===== src/rtl/tx_arbiter_pkg.sv =====
// Shared types and helpers for the TX serializer arbiter.
package tx_arbiter_pkg;

   localparam int DATA_W_DEF = 8;

   typedef enum logic [2:0] {
      ST_IDLE      = 3'd0,
      ST_LAUNCH    = 3'd1,
      ST_WAIT_BUSY = 3'd2,
      ST_WAIT_DONE = 3'd3,
      ST_GAP       = 3'd4
   } state_e;

   // Index width that never collapses to zero bits.
   function automatic int idx_width(input int n);
      return (n <= 2) ? 1 : $clog2(n);
   endfunction

endpackage


===== src/rtl/tx_arbiter_rr_picker.sv =====
// Combinational round-robin selector: first set request searching upward from ptr+1.
module tx_arbiter_rr_picker
   import tx_arbiter_pkg::*;
#(
   parameter int NUM_REQ = 4,
   parameter int IDX_W   = idx_width(NUM_REQ)
) (
   input  logic [NUM_REQ-1:0] req_i,
   input  logic [IDX_W-1:0]   ptr_i,
   output logic               valid_o,
   output logic [IDX_W-1:0]   idx_o
);

   logic [IDX_W-1:0] cand;

   always_comb begin
      valid_o = 1'b0;
      idx_o   = '0;
      cand    = '0;
      for (int i = 1; i <= NUM_REQ; i++) begin
         cand = IDX_W'((int'(ptr_i) + i) % NUM_REQ);
         if (!valid_o && req_i[cand]) begin
            valid_o = 1'b1;
            idx_o   = cand;
         end
      end
   end

endmodule


===== src/rtl/tx_arbiter.sv =====
// Round-robin arbiter sharing one UART TX serializer between NUM_REQ byte producers.
// state      | meaning
// IDLE       | arbitrate req, latch winner byte, pulse ack
// LAUNCH     | single-cycle tx_start, arm start timeout
// WAIT_BUSY  | wait for serializer busy, abort with err on timeout
// WAIT_DONE  | wait for stop-bit flag, pulse done
// GAP        | enforced idle spacing before the next byte
module tx_arbiter
   import tx_arbiter_pkg::*;
#(
   parameter int NUM_REQ    = 4,
   parameter int DATA_W     = DATA_W_DEF,
   parameter int GAP_CYCLES = 2,
   parameter int TIMEOUT    = 16
) (
   input  logic                          clk_i,
   input  logic                          rst_i,
   input  logic [NUM_REQ-1:0]            req_i,
   input  logic [NUM_REQ*DATA_W-1:0]     req_data_i,
   output logic [NUM_REQ-1:0]            ack_o,
   output logic [NUM_REQ-1:0]            done_o,
   output logic [DATA_W-1:0]             tx_data_o,
   output logic                          tx_start_o,
   input  logic                          tx_busy_i,
   input  logic                          tx_complete_flag_i,
   output logic                          active_o,
   output logic [idx_width(NUM_REQ)-1:0] grant_id_o,
   output logic                          err_o
);

   localparam int IDX_W = idx_width(NUM_REQ);
   localparam int CNT_W = idx_width(TIMEOUT + GAP_CYCLES + 1);

   state_e             state_q, state_d;
   logic [IDX_W-1:0]   ptr_q, ptr_d;
   logic [IDX_W-1:0]   grant_q, grant_d;
   logic [DATA_W-1:0]  data_q, data_d;
   logic [NUM_REQ-1:0] ack_q, ack_d;
   logic [NUM_REQ-1:0] done_q, done_d;
   logic               err_q, err_d;
   logic               active_q, active_d;
   logic [CNT_W-1:0]   to_cnt_q, to_cnt_d;
   logic [CNT_W-1:0]   gap_cnt_q, gap_cnt_d;

   logic               pick_valid;
   logic [IDX_W-1:0]   pick_idx;

   tx_arbiter_rr_picker #(
      .NUM_REQ (NUM_REQ),
      .IDX_W   (IDX_W)
   ) u_picker (
      .req_i   (req_i),
      .ptr_i   (ptr_q),
      .valid_o (pick_valid),
      .idx_o   (pick_idx)
   );

   always_ff @(posedge clk_i or posedge rst_i) begin
      if (rst_i) begin
         state_q   <= ST_IDLE;
         ptr_q     <= IDX_W'(NUM_REQ - 1);
         grant_q   <= '0;
         data_q    <= '0;
         ack_q     <= '0;
         done_q    <= '0;
         err_q     <= 1'b0;
         active_q  <= 1'b0;
         to_cnt_q  <= '0;
         gap_cnt_q <= '0;
      end else begin
         state_q   <= state_d;
         ptr_q     <= ptr_d;
         grant_q   <= grant_d;
         data_q    <= data_d;
         ack_q     <= ack_d;
         done_q    <= done_d;
         err_q     <= err_d;
         active_q  <= active_d;
         to_cnt_q  <= to_cnt_d;
         gap_cnt_q <= gap_cnt_d;
      end
   end

   always_comb begin
      state_d   = state_q;
      ptr_d     = ptr_q;
      grant_d   = grant_q;
      data_d    = data_q;
      ack_d     = '0;
      done_d    = '0;
      err_d     = 1'b0;
      active_d  = active_q;
      to_cnt_d  = to_cnt_q;
      gap_cnt_d = gap_cnt_q;
      case (state_q)
         ST_IDLE: begin
            if (pick_valid) begin
               grant_d           = pick_idx;
               data_d            = req_data_i[int'(pick_idx)*DATA_W +: DATA_W];
               ack_d[pick_idx]   = 1'b1;
               active_d          = 1'b1;
               state_d           = ST_LAUNCH;
            end
         end
         ST_LAUNCH: begin
            // WAIT_BUSY spans TIMEOUT-1 cycles so err lands TIMEOUT cycles after LAUNCH.
            to_cnt_d = CNT_W'(TIMEOUT - 2);
            state_d  = ST_WAIT_BUSY;
         end
         ST_WAIT_BUSY: begin
            if (tx_busy_i) begin
               state_d = ST_WAIT_DONE;
            end else if (to_cnt_q == '0) begin
               err_d    = 1'b1;
               ptr_d    = grant_q;
               active_d = 1'b0;
               state_d  = ST_IDLE;
            end else begin
               to_cnt_d = to_cnt_q - CNT_W'(1);
            end
         end
         ST_WAIT_DONE: begin
            if (tx_complete_flag_i) begin
               done_d[grant_q] = 1'b1;
               ptr_d           = grant_q;
               if (GAP_CYCLES == 0) begin
                  active_d = 1'b0;
                  state_d  = ST_IDLE;
               end else begin
                  gap_cnt_d = CNT_W'(GAP_CYCLES - 1);
                  state_d   = ST_GAP;
               end
            end
         end
         ST_GAP: begin
            if (gap_cnt_q == '0) begin
               active_d = 1'b0;
               state_d  = ST_IDLE;
            end else begin
               gap_cnt_d = gap_cnt_q - CNT_W'(1);
            end
         end
         default: state_d = ST_IDLE;
      endcase
   end

   always_comb begin
      tx_start_o = (state_q == ST_LAUNCH);
   end

   assign ack_o      = ack_q;
   assign done_o     = done_q;
   assign err_o      = err_q;
   assign active_o   = active_q;
   assign grant_id_o = grant_q;
   assign tx_data_o  = data_q;

endmodule


===== config.mk =====
export PLATFORM = sky130hd
export DESIGN_NAME = tx_arbiter
export DESIGN_NICKNAME = d
export VERILOG_FILES = /design/src/rtl/tx_arbiter_pkg.sv /design/src/rtl/tx_arbiter_rr_picker.sv /design/src/rtl/tx_arbiter.sv
export SDC_FILE = /design/constraint.sdc
export NUM_CORES = 1
export LEC_CHECK = 0
export CAP_MARGIN = 20
export CORE_ASPECT_RATIO = 1.75
export CORE_MARGIN = 2
export CORE_UTILIZATION = 35
export DETAILED_ROUTE_END_ITERATION = 7
export GPL_ROUTABILITY_DRIVEN = 1
export MAX_ROUTING_LAYER = met4
export SLEW_MARGIN = 30
export SYNTH_ARGS = -nofsm -noshare
export SYNTH_HDL_FRONTEND = slang
export SYNTH_HIERARCHICAL = 1
export SYNTH_SLANG_ARGS = --single-unit

===== constraint.sdc =====
create_clock -name clk_i -period 3.05 [get_ports clk_i]
set_input_delay 0.4575 -clock clk_i [delete_from_list [all_inputs] [get_ports clk_i]]
set_output_delay 0.4575 -clock clk_i [all_outputs]
set_load 0.02 [all_outputs]

; ---- After elaboration in Yosys (flattened, before gate mapping)
; Cells that the tools add are included.
; Widths: inputs -> output; s select.
[totals]
regBits = 35
inputBits = 40
output_inout_bits = 21
word_cells = 106
[op_classes]
addsub = 6
magnitude_cmp = 8
eq_ne = 12
shifts = 1
mux = 48
n_reduce_logical = 21
[ops]
columns = cell, count
row1 = $shiftx 32x6->8, 1
row2 = $mux 5, 4
row3 = $pmux 5 s2, 2
row4 = $lt 2x3->1 const B, 6
row5 = $mux 1, 17
row6 = $mux 4, 4
row7 = $mux 3, 5
row8 = $pmux 3 s5, 1
row9 = $mux 2, 7
row10 = $ne 2x2->1 const B, 7
row11 = $logic_not 5->1, 2
row12 = $sub 5x1->5 const B, 2
row13 = $bmux 1 s2, 4
row14 = $reduce_and 4->1, 2
row15 = $eq 3x2->1 const B, 2
row16 = $reduce_and 3->1, 2
row17 = $reduce_bool 2->1, 3
row18 = $logic_and 1x1->1, 5
row19 = $reduce_and 5->1, 1
row20 = $add 2x1->2 const B, 2
row21 = $add 2x2->2 const B, 2
row22 = $demux 1 s2, 2
row23 = $ge 2x1->1 const B, 2
row24 = $pmux 2 s2, 1
row25 = 8 further kinds, 10

; ---- Depth between registers and ports, before layout
[depth]
word_depth = 19
mapped_depth = 6
ltp_nobuf = 5

; ---- By module
; Netlist, hierarchy kept.
[modules_own_cells]
columns = mod, instances, cells_each, area_per_inst_um2, seq_area_each_um2
row1 = tx_arbiter, 1, 138, 1800.5, 878.3
row2 = tx_arbiter_rr_picker, 1, 14, 91.3, 0.0

; ---- Worst setup path before layout
; OpenSTA, ideal clock, no wires.
[synth_timing]
kind = flip-flop to flip-flop
from = register ptr_q[1]
to = register data_q[2] (netlist: tx_data_o[2])
setup_ns = 0.125
t_arrival_ns = 1.961
t_required_ns = 2.925
setup_slack_ns = 0.964
stages_incl_launch_ff = 7
path_buffers = 1
period_less_slack_ns = 2.086
path_cell_list = dfstp_2 > nand2b_1 > a21oi_2 > o221ai_2 > buf_6 > mux4_2 > mux2_2
[synth_via]
elab_chain_cells = 14
word_cells_on_any_way = 28
classes_between = add/sub: 4 / shift: 1 / mux: 16 / reduce/logical: 7
[synth_rtl]
columns = element, line_no
row1 = start: declaration, tx_arbiter.sv:35  ; logic [IDX_W-1:0] ptr_q, ptr_d;
row2 = start signal: assignment, tx_arbiter.sv:61  ; ptr_q <= IDX_W'(NUM_REQ - 1);
row3 = start signal: assignment, tx_arbiter.sv:72  ; ptr_q <= ptr_d;
row4 = $add 2x1->2, tx_arbiter_rr_picker.sv:21  ; cand = IDX_W'((int'(ptr_i) + i) % NUM_REQ);
row5 = $bmux 1 s2, tx_arbiter_rr_picker.sv:22  ; if (!valid_o && req_i[cand]) begin
row6 = $mux 1 (not written as such), tx_arbiter_rr_picker.sv:22
row7 = $mux 1, tx_arbiter_rr_picker.sv:22
row8 = $logic_not 1->1, tx_arbiter_rr_picker.sv:22
row9 = $logic_and 1x1->1, tx_arbiter_rr_picker.sv:22
row10 = $mux 1, tx_arbiter_rr_picker.sv:22
row11 = $logic_not 1->1, tx_arbiter_rr_picker.sv:22
row12 = $logic_and 1x1->1, tx_arbiter_rr_picker.sv:22
row13 = $mux 1, tx_arbiter_rr_picker.sv:22
row14 = $logic_not 1->1, tx_arbiter_rr_picker.sv:22
row15 = $logic_and 1x1->1, tx_arbiter_rr_picker.sv:22
row16 = $mux 2 *, tx_arbiter_rr_picker.sv:22
row17 = via pick_idx[0], tx_arbiter.sv:46  ; logic [IDX_W-1:0] pick_idx;
row18 = $shiftx 32x6->8 *, tx_arbiter.sv:99  ; data_d = req_data_i[int'(pick_idx)*DATA_W +: DATA_W];
row19 = end signal: assignment, tx_arbiter.sv:74  ; data_q <= data_d;
row20 = end: declaration, tx_arbiter.sv:37  ; logic [DATA_W-1:0] data_q, data_d;
; The timed path passes the listed nets; every way through them passes the cells marked *. The select of a mux whose other input is x is not followed.
; A chain may end at the register's enable or synchronous reset.

; ---- Final worst setup path
[layout_timing]
from = register state_q[0]
to = output tx_start_o
[layout_via]
elab_chain_cells = 1
[layout_rtl]
columns = element, line_no
row1 = start: declaration, tx_arbiter.sv:34  ; state_e state_q, state_d;
row2 = start signal: assignment, tx_arbiter.sv:71  ; state_q <= state_d;
row3 = $eq 3x1->1, tx_arbiter.sv:148  ; tx_start_o = (state_q == ST_LAUNCH);
row4 = end: declaration, tx_arbiter.sv:23  ; output logic tx_start_o,
; Every way passes these cells.

==> results.txt <==
Of all nets on the critical path, the largest fanout is 12. The slowest stage of the critical path belongs to the cell sky130_fd_sc_hd__clkdlybuf4s50_1. After the flow finishes, the layout carries non-filler instances totaling 272. For this configuration, the core starts out at a cell density of 36.00%.

The count of cells along the worst hold path is 1, and the post-synthesis net count is 194. Setup violations remaining at the end of the flow were counted as 0. The final number of max-transition violations was 0; the floorplan core area was 5255 um2. The worst register-to-register path ends at tx_data_o[1]$_DFFE_PP0P_. The floorplan die width works out to 59.58 um. The area overhead of the layout relative to synthesis is 39.68%. The path with the worst hold slack has its endpoint at active_o$_DFFE_PP0P_. The startpoint of the tightest hold check path was active_o$_DFFE_PP0P_.

The number of input and output port buffers inserted is 60. The H-tree generated during clock tree synthesis spans 2 levels. The overall routing resource usage was 16.34%.

On the critical path the largest part of the delay comes from buffers and inverters. Buffer count from post-CTS setup fixing: 0. The worst reg-to-reg path cell count is 6. Of the post-synthesis cell area, the dominant cell type holds 43.65%. The filler cell count in the final layout was 501; the largest buffer count on any clock path was 2. Origin of the critical flop-to-flop path: ptr_q[1]$_DFFE_PP1P_. The start point of the critical path was state_q[0]$_DFFE_PP0P_. The worst path uses 82.32% of the clock period.

Max-cap violations in this run came to 0. The layout cell share with drive strength beyond 1 was 19.82%; the gate count after technology mapping was 152. The number of buffer and inverter instances along the worst setup path was 1; the cell area after placement was 2530 um2. After clock tree synthesis, the repair step resized 0 gates. Synthesis instantiated 50 different standard cells from the library. The tools report the total vias in the final route as 1466.

The number of global-route vias before repair is 1551. For this run, design rule violations remaining after detail routing come to 0. The critical path is of the flip-flop to primary output type.

The share of synthesized flip-flops with an asynchronous set or reset came out at 100.0%. The antenna diode instance count is 0, and the vertical die dimension is 101.3 um. Detailed placement ended at an HPWL of 3.409 mm. Latest clock arrival within the worst-skew pair: 290 ps. TritonCTS built the clock tree. The worst hold path belongs to the class flip-flop to flip-flop. Full die area: 6032 um2.

Counting tap cells, the placed design contains a total of 264 instances. The synthesized design contains 35 register bits. The number of sinks on the clock net is 35, and the delay of the slowest cell on the worst path is 680 ps. The worst setup path is launched from a flip-flop. The worst slack at placement is 481.5 ps.

STA puts the critical path data arrival time at 2050 ps. The run gives 6.687 ps as the largest clock skew in the final design. For the cell area after layout, the log shows 2643 um2.

The tools report the number of buffers inserted for hold repair after clock tree synthesis as 0. After detailed routing, the average wire length per cell comes to 16.49 um. The weighted congestion at the end of routability-driven global placement is 0.7266, and the power density over cell area is 883.2 nW/um2. The number of clock buffers added by TritonCTS is 5. After detailed routing, the number of vias per cell comes to 5.390. By area the synthesized netlist is led by sky130_fd_sc_hd__dfrtp_1 (44%), sky130_fd_sc_hd__mux4_2 (9.5%), sky130_fd_sc_hd__mux2_2 (5.4%). Cells fill 50.29% of the core in the end. STA classifies the critical path endpoint as a primary output. The worst-case headroom to the max-slew limit is 51.67%.

After layout, the worst setup slack is 539.2 ps. The flow ran to the end, and the final reports show no timing, DRC or antenna violations. The synthesized design contains 0 enable-type register cells. Library cell with the largest summed area after synthesis: sky130_fd_sc_hd__dfrtp_1.

The number of warning messages in the yosys log is 6, and the maximum vdd drop is 422.2 uV. The most used flip-flop cell after synthesis is sky130_fd_sc_hd__dfrtp_1. The detailed-router iteration count before antenna repair is 4, and the number of I/O pins is 61. Clock tree root driver cell: sky130_fd_sc_hd__clkbuf_8. The final count of hold timing violations was 0. Data on the critical path is required at its endpoint by 2590 ps. Setup total negative slack on the finished layout was measured at 0 ps. The register-to-register setup slack is 940 ps. Setup repair after global routing left no endpoint under its margin. Once detail routing completed, the nets flagged for antenna violations numbered 0.

The signal on the critical path passes through nor3b_2 -> clkdlybuf4s50_1. The first global-routing pass estimated 7.086 mm of wire. Row generation in the floorplan step produced 35 rows.

The net count reported at finish came out at 258. The tools report the maximum number of pins on one net before global-route repair as 36. For the pin with the worst max-slew slack, the measured transition is 721.9 ps. The worst hold margin is 481.9 ps, and the highest clock rate is 0.3983 GHz. For the leakage power of the design, the log shows 1.098 nW. Leaving out fill and tap cells, the most frequent cell in the layout is sky130_fd_sc_hd__clkdlybuf4s50_1.

The routed design has 4.484 mm of wire. The detailed router finished its first iteration with 40 violations. The worst path in the final design needs a cycle of 2511 ps, including I/O delays and setup. The run gives 46.43% as the sequential area share after synthesis. A synthesized cell averages 12.45 um2. The logs give 2.334 mW for the total power after layout and 1892 um2 for the area of the mapped netlist.

The library cells used most frequently in the layout, excluding fill and tap cells, are sky130_fd_sc_hd__clkdlybuf4s50_1 (60), sky130_fd_sc_hd__dfrtp_1 (33), sky130_fd_sc_hd__inv_1 (9), sky130_fd_sc_hd__mux2_2 (9). The number of antenna violations at the first check in global routing is 0, and the total grt overflow is 0. After clock tree synthesis, the clock-pin slew on the worst setup and hold paths is 70 ps.
## worst register-to-register path, cell delays in order (launching register included)
cell and delay, ps:
sky130_fd_sc_hd__dfstp_2 590, sky130_fd_sc_hd__nand2b_1 140, sky130_fd_sc_hd__a21oi_2 60, sky130_fd_sc_hd__o221ai_2 150, sky130_fd_sc_hd__buf_4 260, sky130_fd_sc_hd__mux4_2 530, sky130_fd_sc_hd__mux2_2 270
## cell usage after synthesis (2+ instances only)
cell type,count
sky130_fd_sc_hd__dfstp_2,2
sky130_fd_sc_hd__mux2i_1,6
sky130_fd_sc_hd__nor2b_1,4
sky130_fd_sc_hd__nor4_1,2
sky130_fd_sc_hd__buf_6,4
sky130_fd_sc_hd__nand2b_1,3
sky130_fd_sc_hd__mux2_1,2
sky130_fd_sc_hd__and3_1,3
sky130_fd_sc_hd__nand2_1,6
sky130_fd_sc_hd__nor3_1,5
sky130_fd_sc_hd__a22o_1,2
sky130_fd_sc_hd__inv_1,9
sky130_fd_sc_hd__o21ai_0,3
sky130_fd_sc_hd__nor2_1,8
sky130_fd_sc_hd__a21oi_1,7
sky130_fd_sc_hd__mux2_2,9
sky130_fd_sc_hd__mux4_2,8
sky130_fd_sc_hd__dfrtp_1,33
sky130_fd_sc_hd__a21oi_2,2
sky130_fd_sc_hd__nor4b_1,2
sky130_fd_sc_hd__ha_1,2
sky130_fd_sc_hd__nor4b_4,2
## flip-flops by register name, indices dropped and copies added, names as in the netlist, 2 cells and up
register,count
tx_data_o,8
ptr_q,2
done_o,4
grant_id_o,2
state_q,3
to_cnt_q,5
ack_o,4
gap_cnt_q,5
## where the power goes
part / leakage (nW) / total [mW] / switching, mW / internal (mW)
combinational: 0.611 / 1.09 / 0.486 / 0.599
sequential: 0.429 / 0.830 / 0.191 / 0.639
clock: 0.0581 / 0.419 / 0.175 / 0.243
total: 1.10 / 2.33 / 0.852 / 1.48
## cell type report
class / instances / area, um2 / share of cell area, %
Clock buffer: 5 / 68.82 / 2.604
Clock inverter: 3 / 43.79 / 1.657
Inverter: 9 / 33.78 / 1.278
Multi-Input combinational cell: 101 / 918.4 / 34.75
Sequential cell: 35 / 878.3 / 33.24
Tap cell: 55 / 68.82 / 2.604
Timing Repair Buffer: 64 / 630.6 / 23.86
## routing by layer
layer | routed length, um | up-vias | track usage (%) | part of all wire [%]
met5 | 0 | - | - | 0
li1 | - | 687 | - | -
met4 | 101 | 0 | 7.350 | 2.3
met2 | 2302 | 63 | 28.83 | 51
met1 | 1746 | 708 | 16.39 | 39
met3 | 334 | 8 | 4.087 | 7.4
## cell families (layout without fill, tap and decap cells)
| family | Yosys count | in the layout | share of synthesized area (%) |
|---|---|---|---|
| fa+ha+maj | 2 | 2 | 1.323 |
| buf+inv | 16 | 81 | 5.026 |
| simple gates | 52 | 52 | 19.58 |
| mux | 26 | 26 | 20.04 |
| compound gates | 21 | 21 | 7.606 |
| flops | 35 | 35 | 46.43 |
## worst max-delay path by stage
stage / end / slack, ps / cells after the start
floorplan: tx_data_o[2]$_DFFE_PP0P_ / 960 / 6
global placement: tx_data_o[5]$_DFFE_PP0P_ / 530 / 7
detailed placement: tx_data_o[0]$_DFFE_PP0P_ / 480 / 7
CTS: tx_start_o / 510 / 2
global route: tx_start_o / 410 / 2
finish: tx_start_o / 540 / 2
No activity file was read; power rests on OpenSTA's default activity.
